$ cat config.mk
export PLATFORM = sky130hd
export DESIGN_NAME = rgmii_tsu_flat
export DESIGN_NICKNAME = d
export VERILOG_FILES = /design/src/rtl/rgmii_tsu_if.sv /design/src/rtl/rgmii_tsu.sv /design/src/flat_wrapper.sv
export SDC_FILE = /design/constraint.sdc
export NUM_CORES = 2
export LEC_CHECK = 0
export BUFFER_PORTS_ARGS = -buffer_cell sky130_fd_sc_hd__clkbuf_2
export CORE_AREA = 2 2 362 364
export DETAILED_ROUTE_END_ITERATION = 8
export DIE_AREA = 0 0 364 366
export PLACE_DENSITY = 0.78
export SLEW_MARGIN = 30
export SYNTH_ARGS = -nofsm -noshare
export SYNTH_HDL_FRONTEND = slang
export SYNTH_SLANG_ARGS = --single-unit
export TNS_END_PERCENT = 100
$ cat constraint.sdc
create_clock -name rgmii_clk -period 19.4 [get_ports rgmii_clk]
set_clock_uncertainty 0.05 [all_clocks]
set_input_delay 3.88 -clock rgmii_clk [delete_from_list [all_inputs] [get_ports rgmii_clk]]
set_output_delay 3.88 -clock rgmii_clk [all_outputs]
set_load 0.03 [all_outputs]
$ cat src/rtl/rgmii_tsu_if.sv
// rtl/rgmii_tsu_if.sv - RGMII tap, RTC and timestamp FIFO read signals for rgmii_tsu
interface rgmii_tsu_if;
  logic         rgmii_ctrl;
  logic [3:0]   rgmii_data;
  logic         giga_mode;
  logic [7:0]   ptp_msgid_mask;
  logic [79:0]  rtc_timer_in;
  logic         q_rd_en;
  logic [7:0]   q_rd_stat;
  logic [127:0] q_rd_data;

  modport master (
    output rgmii_ctrl, rgmii_data, giga_mode, ptp_msgid_mask, rtc_timer_in, q_rd_en,
    input  q_rd_stat, q_rd_data
  );

  modport slave (
    input  rgmii_ctrl, rgmii_data, giga_mode, ptp_msgid_mask, rtc_timer_in, q_rd_en,
    output q_rd_stat, q_rd_data
  );
endinterface

$ cat src/rtl/rgmii_tsu.sv
// rtl/rgmii_tsu.sv - PTP event timestamp unit on one RGMII direction
// Bytes are realigned with the RTC sample taken at their sampling edge, parsed, and queued at frame end.
module rgmii_tsu #(
  parameter int Q_DEPTH = 16
) (
  input logic        rgmii_clk,
  input logic        rst,
  rgmii_tsu_if.slave bus
);
  localparam int AW = $clog2(Q_DEPTH);

  typedef enum logic [2:0] {S_IDLE, S_ETH, S_IP, S_PTP, S_WAIT} state_t;

  logic [3:0]  lo_r, hi_n;
  logic        ctrl_r, phase, b_vld, f_ctrl, f_prev;
  logic [7:0]  b_dat;
  logic [79:0] ts_r, b_ts;

  always_ff @(negedge rgmii_clk or posedge rst) begin
    if (rst) hi_n <= '0;
    else     hi_n <= bus.rgmii_data;
  end

  // DDR bytes are emitted one cycle later than SDR bytes, so ctrl and RTC are delayed to match
  always_ff @(posedge rgmii_clk or posedge rst) begin
    if (rst) begin
      lo_r   <= '0;
      ctrl_r <= 1'b0;
      phase  <= 1'b0;
      ts_r   <= '0;
      b_vld  <= 1'b0;
      b_dat  <= '0;
      b_ts   <= '0;
      f_ctrl <= 1'b0;
    end else begin
      ctrl_r <= bus.rgmii_ctrl;
      ts_r   <= bus.rtc_timer_in;
      phase  <= bus.rgmii_ctrl && !bus.giga_mode && !phase;
      if (bus.giga_mode || !phase) lo_r <= bus.rgmii_data;
      if (bus.giga_mode) begin
        b_vld  <= ctrl_r;
        b_dat  <= {hi_n, lo_r};
        b_ts   <= ts_r;
        f_ctrl <= ctrl_r;
      end else begin
        b_vld  <= bus.rgmii_ctrl && phase;
        b_dat  <= {bus.rgmii_data, lo_r};
        b_ts   <= bus.rtc_timer_in;
        f_ctrl <= bus.rgmii_ctrl;
      end
    end
  end

  state_t       state;
  logic [7:0]   k, et_hi, pbase, et_pos, l3, rel;
  logic         vlan, ts_ack, seq_ok, q_wr_en, eof, is_event;
  logic [3:0]   msg;
  logic [15:0]  seq;
  logic [79:0]  ts_reg;
  logic [127:0] q_wr_data;

  assign et_pos   = vlan ? 8'd16 : 8'd12;
  assign l3       = et_pos + 8'd2;
  assign rel      = k - l3;
  assign eof      = f_prev && !f_ctrl;
  assign is_event = !msg[3] && bus.ptp_msgid_mask[msg[2:0]];

  always_ff @(posedge rgmii_clk or posedge rst) begin
    if (rst) begin
      state     <= S_IDLE;
      k         <= '0;
      et_hi     <= '0;
      pbase     <= '0;
      vlan      <= 1'b0;
      ts_ack    <= 1'b0;
      seq_ok    <= 1'b0;
      q_wr_en   <= 1'b0;
      msg       <= '0;
      seq       <= '0;
      ts_reg    <= '0;
      q_wr_data <= '0;
      f_prev    <= 1'b0;
    end else begin
      q_wr_en <= 1'b0;
      f_prev  <= f_ctrl;
      if (eof) begin
        if (state != S_IDLE && ts_ack && seq_ok && is_event) begin
          q_wr_en   <= 1'b1;
          q_wr_data <= {ts_reg, seq, msg, 28'h0};
        end
        ts_ack <= 1'b0;
        state  <= S_IDLE;
      end else if (b_vld) begin
        case (state)
          S_IDLE: if (b_dat == 8'hD5) begin
            ts_reg <= b_ts;
            ts_ack <= 1'b1;
            k      <= '0;
            vlan   <= 1'b0;
            seq_ok <= 1'b0;
            state  <= S_ETH;
          end
          S_ETH: begin
            k <= k + 8'd1;
            if (k == et_pos) et_hi <= b_dat;
            else if (k == et_pos + 8'd1) begin
              if ({et_hi, b_dat} == 16'h8100 && !vlan) vlan <= 1'b1;
              else if ({et_hi, b_dat} == 16'h88F7) begin
                pbase <= k + 8'd1;
                state <= S_PTP;
              end else if ({et_hi, b_dat} == 16'h0800) state <= S_IP;
              else state <= S_WAIT;
            end
          end
          S_IP: begin
            k <= k + 8'd1;
            if ((rel == 8'd0 && b_dat[3:0] != 4'd5) || (rel == 8'd9 && b_dat != 8'd17) ||
                (rel == 8'd22 && b_dat != 8'h01))
              state <= S_WAIT;
            else if (rel == 8'd23) begin
              if (b_dat == 8'h3F) begin
                pbase <= k + 8'd5;
                state <= S_PTP;
              end else state <= S_WAIT;
            end
          end
          S_PTP: begin
            k <= k + 8'd1;
            if (k == pbase) msg <= b_dat[3:0];
            if (k == pbase + 8'd30) seq[15:8] <= b_dat;
            if (k == pbase + 8'd31) begin
              seq[7:0] <= b_dat;
              seq_ok   <= 1'b1;
              state    <= S_WAIT;
            end
          end
          default: ;
        endcase
      end
    end
  end

  logic [127:0]  mem [Q_DEPTH];
  logic [AW-1:0] wr_ptr, rd_ptr;
  logic [7:0]    count;
  logic          push, pop;

  // A full queue drops the new entry even if a pop happens in the same cycle
  assign push = q_wr_en && (count != 8'(Q_DEPTH));
  assign pop  = bus.q_rd_en && (count != 8'd0);

  always_ff @(posedge rgmii_clk) begin
    if (push) mem[wr_ptr] <= q_wr_data;
  end

  always_ff @(posedge rgmii_clk or posedge rst) begin
    if (rst) begin
      wr_ptr <= '0;
      rd_ptr <= '0;
      count  <= '0;
    end else begin
      if (push) wr_ptr <= wr_ptr + 1'b1;
      if (pop)  rd_ptr <= rd_ptr + 1'b1;
      count <= count + {7'd0, push} - {7'd0, pop};
    end
  end

  assign bus.q_rd_stat = count;
  assign bus.q_rd_data = (count == 8'd0) ? '0 : mem[rd_ptr];
endmodule

$ cat src/flat_wrapper.sv
// flat-port wrapper written by rule: the top's interface ports become plain ports
module rgmii_tsu_flat 
#(
  parameter int Q_DEPTH = 16
)
  (rgmii_clk, rst, bus_rgmii_ctrl, bus_rgmii_data, bus_giga_mode, bus_ptp_msgid_mask, bus_rtc_timer_in, bus_q_rd_en, bus_q_rd_stat, bus_q_rd_data);
  rgmii_tsu_if bus_i ();
  input logic rgmii_clk;
  input logic rst;
  input wire logic [$bits(bus_i.rgmii_ctrl)-1:0] bus_rgmii_ctrl;
  input wire logic [$bits(bus_i.rgmii_data)-1:0] bus_rgmii_data;
  input wire logic [$bits(bus_i.giga_mode)-1:0] bus_giga_mode;
  input wire logic [$bits(bus_i.ptp_msgid_mask)-1:0] bus_ptp_msgid_mask;
  input wire logic [$bits(bus_i.rtc_timer_in)-1:0] bus_rtc_timer_in;
  input wire logic [$bits(bus_i.q_rd_en)-1:0] bus_q_rd_en;
  output wire logic [$bits(bus_i.q_rd_stat)-1:0] bus_q_rd_stat;
  output wire logic [$bits(bus_i.q_rd_data)-1:0] bus_q_rd_data;
  assign bus_i.rgmii_ctrl = bus_rgmii_ctrl;
  assign bus_i.rgmii_data = bus_rgmii_data;
  assign bus_i.giga_mode = bus_giga_mode;
  assign bus_i.ptp_msgid_mask = bus_ptp_msgid_mask;
  assign bus_i.rtc_timer_in = bus_rtc_timer_in;
  assign bus_i.q_rd_en = bus_q_rd_en;
  assign bus_q_rd_stat = bus_i.q_rd_stat;
  assign bus_q_rd_data = bus_i.q_rd_data;
  rgmii_tsu #(.Q_DEPTH(Q_DEPTH)) u_core (.rgmii_clk(rgmii_clk), .rst(rst), .bus(bus_i));
endmodule
==> results.cfg <==
[layout]
finish.net_count = 4101
n_antenna_cell = 0
syn_to_final_growth_pct = 12.2
n_fill_cell = 7720
utilization_pct = 67.3
largest_register_ffs = 1600
regMostFlops = u_core.mem
drive_above_1_share_pct = 28.9
largest_registers = u_core.mem (1600), u_core.q_wr_data (100)

[timing]
worst_slew_pin_slew_ns = 1.09
fin_setup_tns_ns = 0
finalHoldViolCount = 0
rsz0062_at_grt = no
final_max_slew_viol_count = 0
setup_violations = 0
slew_headroom_pct = 27.2

[floorplanning]
die_area_um2 = 133000
rows = 132
initial_utilization_pct = 59.9
core_um2 = 129000
die_w_um = 364
fp.dieH_um = 366
io_pins = 233

[run_status]
status = finished clean

[setup_path]
cpMaxStageDelayCell = clkinvlp_4
critPathLaunchType = input port
critPathTopFamily = buffers and inverters
cp_num_buf_inv = 2
max_stage_delay_ns = 0.42
crit_required_ns = 10.56
endpoint_kind = async pin
arrival_ns = 4.42
path_class = input port to async pin
cp_cell_sequence = clkbuf_2, clkinvlp_4
critical_path.max_fanout = 29

[place]
dp_hpwl_mm = 80.1
place_congestion = 0.801
port_buffers = 204

[global_route]
grt_pass1_wl_mm = 260
grt_overflow_total = 0
antenna_found_initial = 5
grt_pass1_vias = 39309
globalRouteTotalUtil_pct = 27.0
grt_max_degree = 137

[synth]
synth_top_area_share_pct = 62.1
synth-main-ff-cell = edfxtp_1
yosysWarnings = 0
syn-cell-area_um2 = 77300
avgSynthCellArea_um2 = 20.9
yosysMostFrequentCell = edfxtp_1
synthArstFlopShare_pct = 21.1
seq_area_frac_synth_pct = 76.0
synthTopCellsByArea = edfxtp_1, mux4_2, dfrtp_1
synth-seq-cells = 2028
synthCells = 3701
synth_top_cell_by_area = edfxtp_1
synth_edf_count = 1600
ys_top_cells_by_count = edfxtp_1, mux4_2, dfrtp_1, nand2_1, clkbuf_1
yosys.cell_types.count = 67

[detailed_routing]
routed_via_density = 6.39
wl_mm = 177
drc = 0
wl_per_cell_um = 30.1
via_count = 37549
drtAntennaViolNets = 0
firstDrtPassIters = 6
drt_iter0_drc = 4897

[clock_tree]
htree_levels = 4
clkSlewWorstSetupHoldPaths_ns = 0.06
cts_setup_buffers = 0
clockRootBuffer = clkbuf_16
cts_tree = yes
cts_repair_resize_count = 0
clock_latency_ns = 0.81
numCtsBuffers = 192
hold_buffers = 0
cts.sinks = 2028
cts_max_path_buffers = 3

[power]
leakagePower_nw = 26.4
irDropWorstVdd_v = 0.000122
pwr_density_cell_nw_per_um2 = 114

[job]
drv_cap = 0

[min_path]
min_path_type = flop to flop
[layout by cell type (no fill, tap or decap), types with 6 or more instances in the layout]
| cell | n |
|---|---|
| buf_12 | 15 |
| mux2_2 | 125 |
| nor3_1 | 12 |
| ha_1 | 30 |
| o21ai_0 | 12 |
| conb_1 | 28 |
| clkbuf_16 | 197 |
| o21ai_1 | 6 |
| inv_1 | 40 |
| edfxtp_1 | 1600 |
| clkbuf_1 | 72 |
| o31ai_1 | 6 |
| buf_4 | 32 |
| nor2_4 | 13 |
| clkbuf_2 | 203 |
| nand2b_1 | 13 |
| a21oi_1 | 21 |
| dfrtp_1 | 420 |
| nand3_1 | 16 |
| nand2_1 | 326 |
| nor2b_1 | 108 |
| nor2_1 | 30 |
| mux2_1 | 71 |
| xor2_1 | 19 |
| clkinv_1 | 17 |
| xnor2_1 | 19 |
| clkbuf_8 | 16 |
| buf_6 | 7 |
| mux4_2 | 502 |
| nand4_1 | 8 |
| bufinv_16 | 11 |
| clkinv_2 | 27 |
[cells by family (layout without fill, tap and decap cells)]
logic type / count (synthesis) / in the layout / synth area share (%)
DFF: 2028 / 2028 / 76.0
muxes: 707 / 707 / 17.6
and+or+nand+nor: 565 / 565 / 3.39
buffers and inverters: 252 / 660 / 1.37
AOI/OAI and AO/OA: 78 / 78 / 0.659
xor gates and xnor gates: 38 / 38 / 0.430
adders and majority gates: 32 / 32 / 0.524
other: 1 / 28 / 0.00485
[final timing paths]
kind,from,end,slack [ns],cells after the start
setup / recovery,rst,u_core.hi_n[2]$_DFF_NP0_,6.14,2
hold / removal,u_core.lo_r[0]$_DFFE_PP0P_,u_core.b_dat[0]$_DFF_PP0_,0.33,0
setup reg to reg,u_core.hi_n[3]$_DFF_NP0_,u_core.b_dat[7]$_DFF_PP0_,9.03,1
hold reg to reg,u_core.lo_r[0]$_DFFE_PP0P_,u_core.b_dat[0]$_DFF_PP0_,0.33,0
max in group rgmii_clk,bus_rgmii_data[3],u_core.hi_n[3]$_DFF_NP0_,6.23,1
min in group asynchronous,rst,u_core.lo_r[1]$_DFFE_PP0P_,3.10,2
[per-layer routing]
layer  global-route usage, %  wire length [um]
met5                       0                23
met4                    9.01              5330
met2                    43.4             88800
met3                    5.24             16900
met1                    37.8             65800
[per-stage QoR]
stage	hold WS [ns]	setup slack [ns]	power, mW	std cells	area, um2
floorplan	0.299	0.186	5.94	3728	77400
global route	0.338	6.04	10.2	5878	86800
global placement	0.310	5.38	6.29	5514	80400
detailed placement	0.316	5.35	6.31	5517	80500
finish	0.326	6.14	9.90	5878	86800
CTS	0.329	6.13	9.96	5874	86700
[report_power, final]
group / internal [mW] / total (mW) / switching (mW)
Clock: 2.09 / 3.68 / 1.59
Sequential: 4.68 / 4.78 / 0.0941
Combinational: 0.636 / 1.45 / 0.811
Total: 7.41 / 9.90 / 2.50
[layout make-up]
type	count	area (um2)	share of cell area (%)
clock buffers	285	5420	6.25
well taps	1742	2180	2.51
inverters	42	166	0.192
clock inverters	72	746	0.859
multi-input cells	1448	17700	20.4
flip-flops and latches	2028	58800	67.7
repair buffers	261	1750	2.01
No activity file was read; power rests on OpenSTA's default activity.
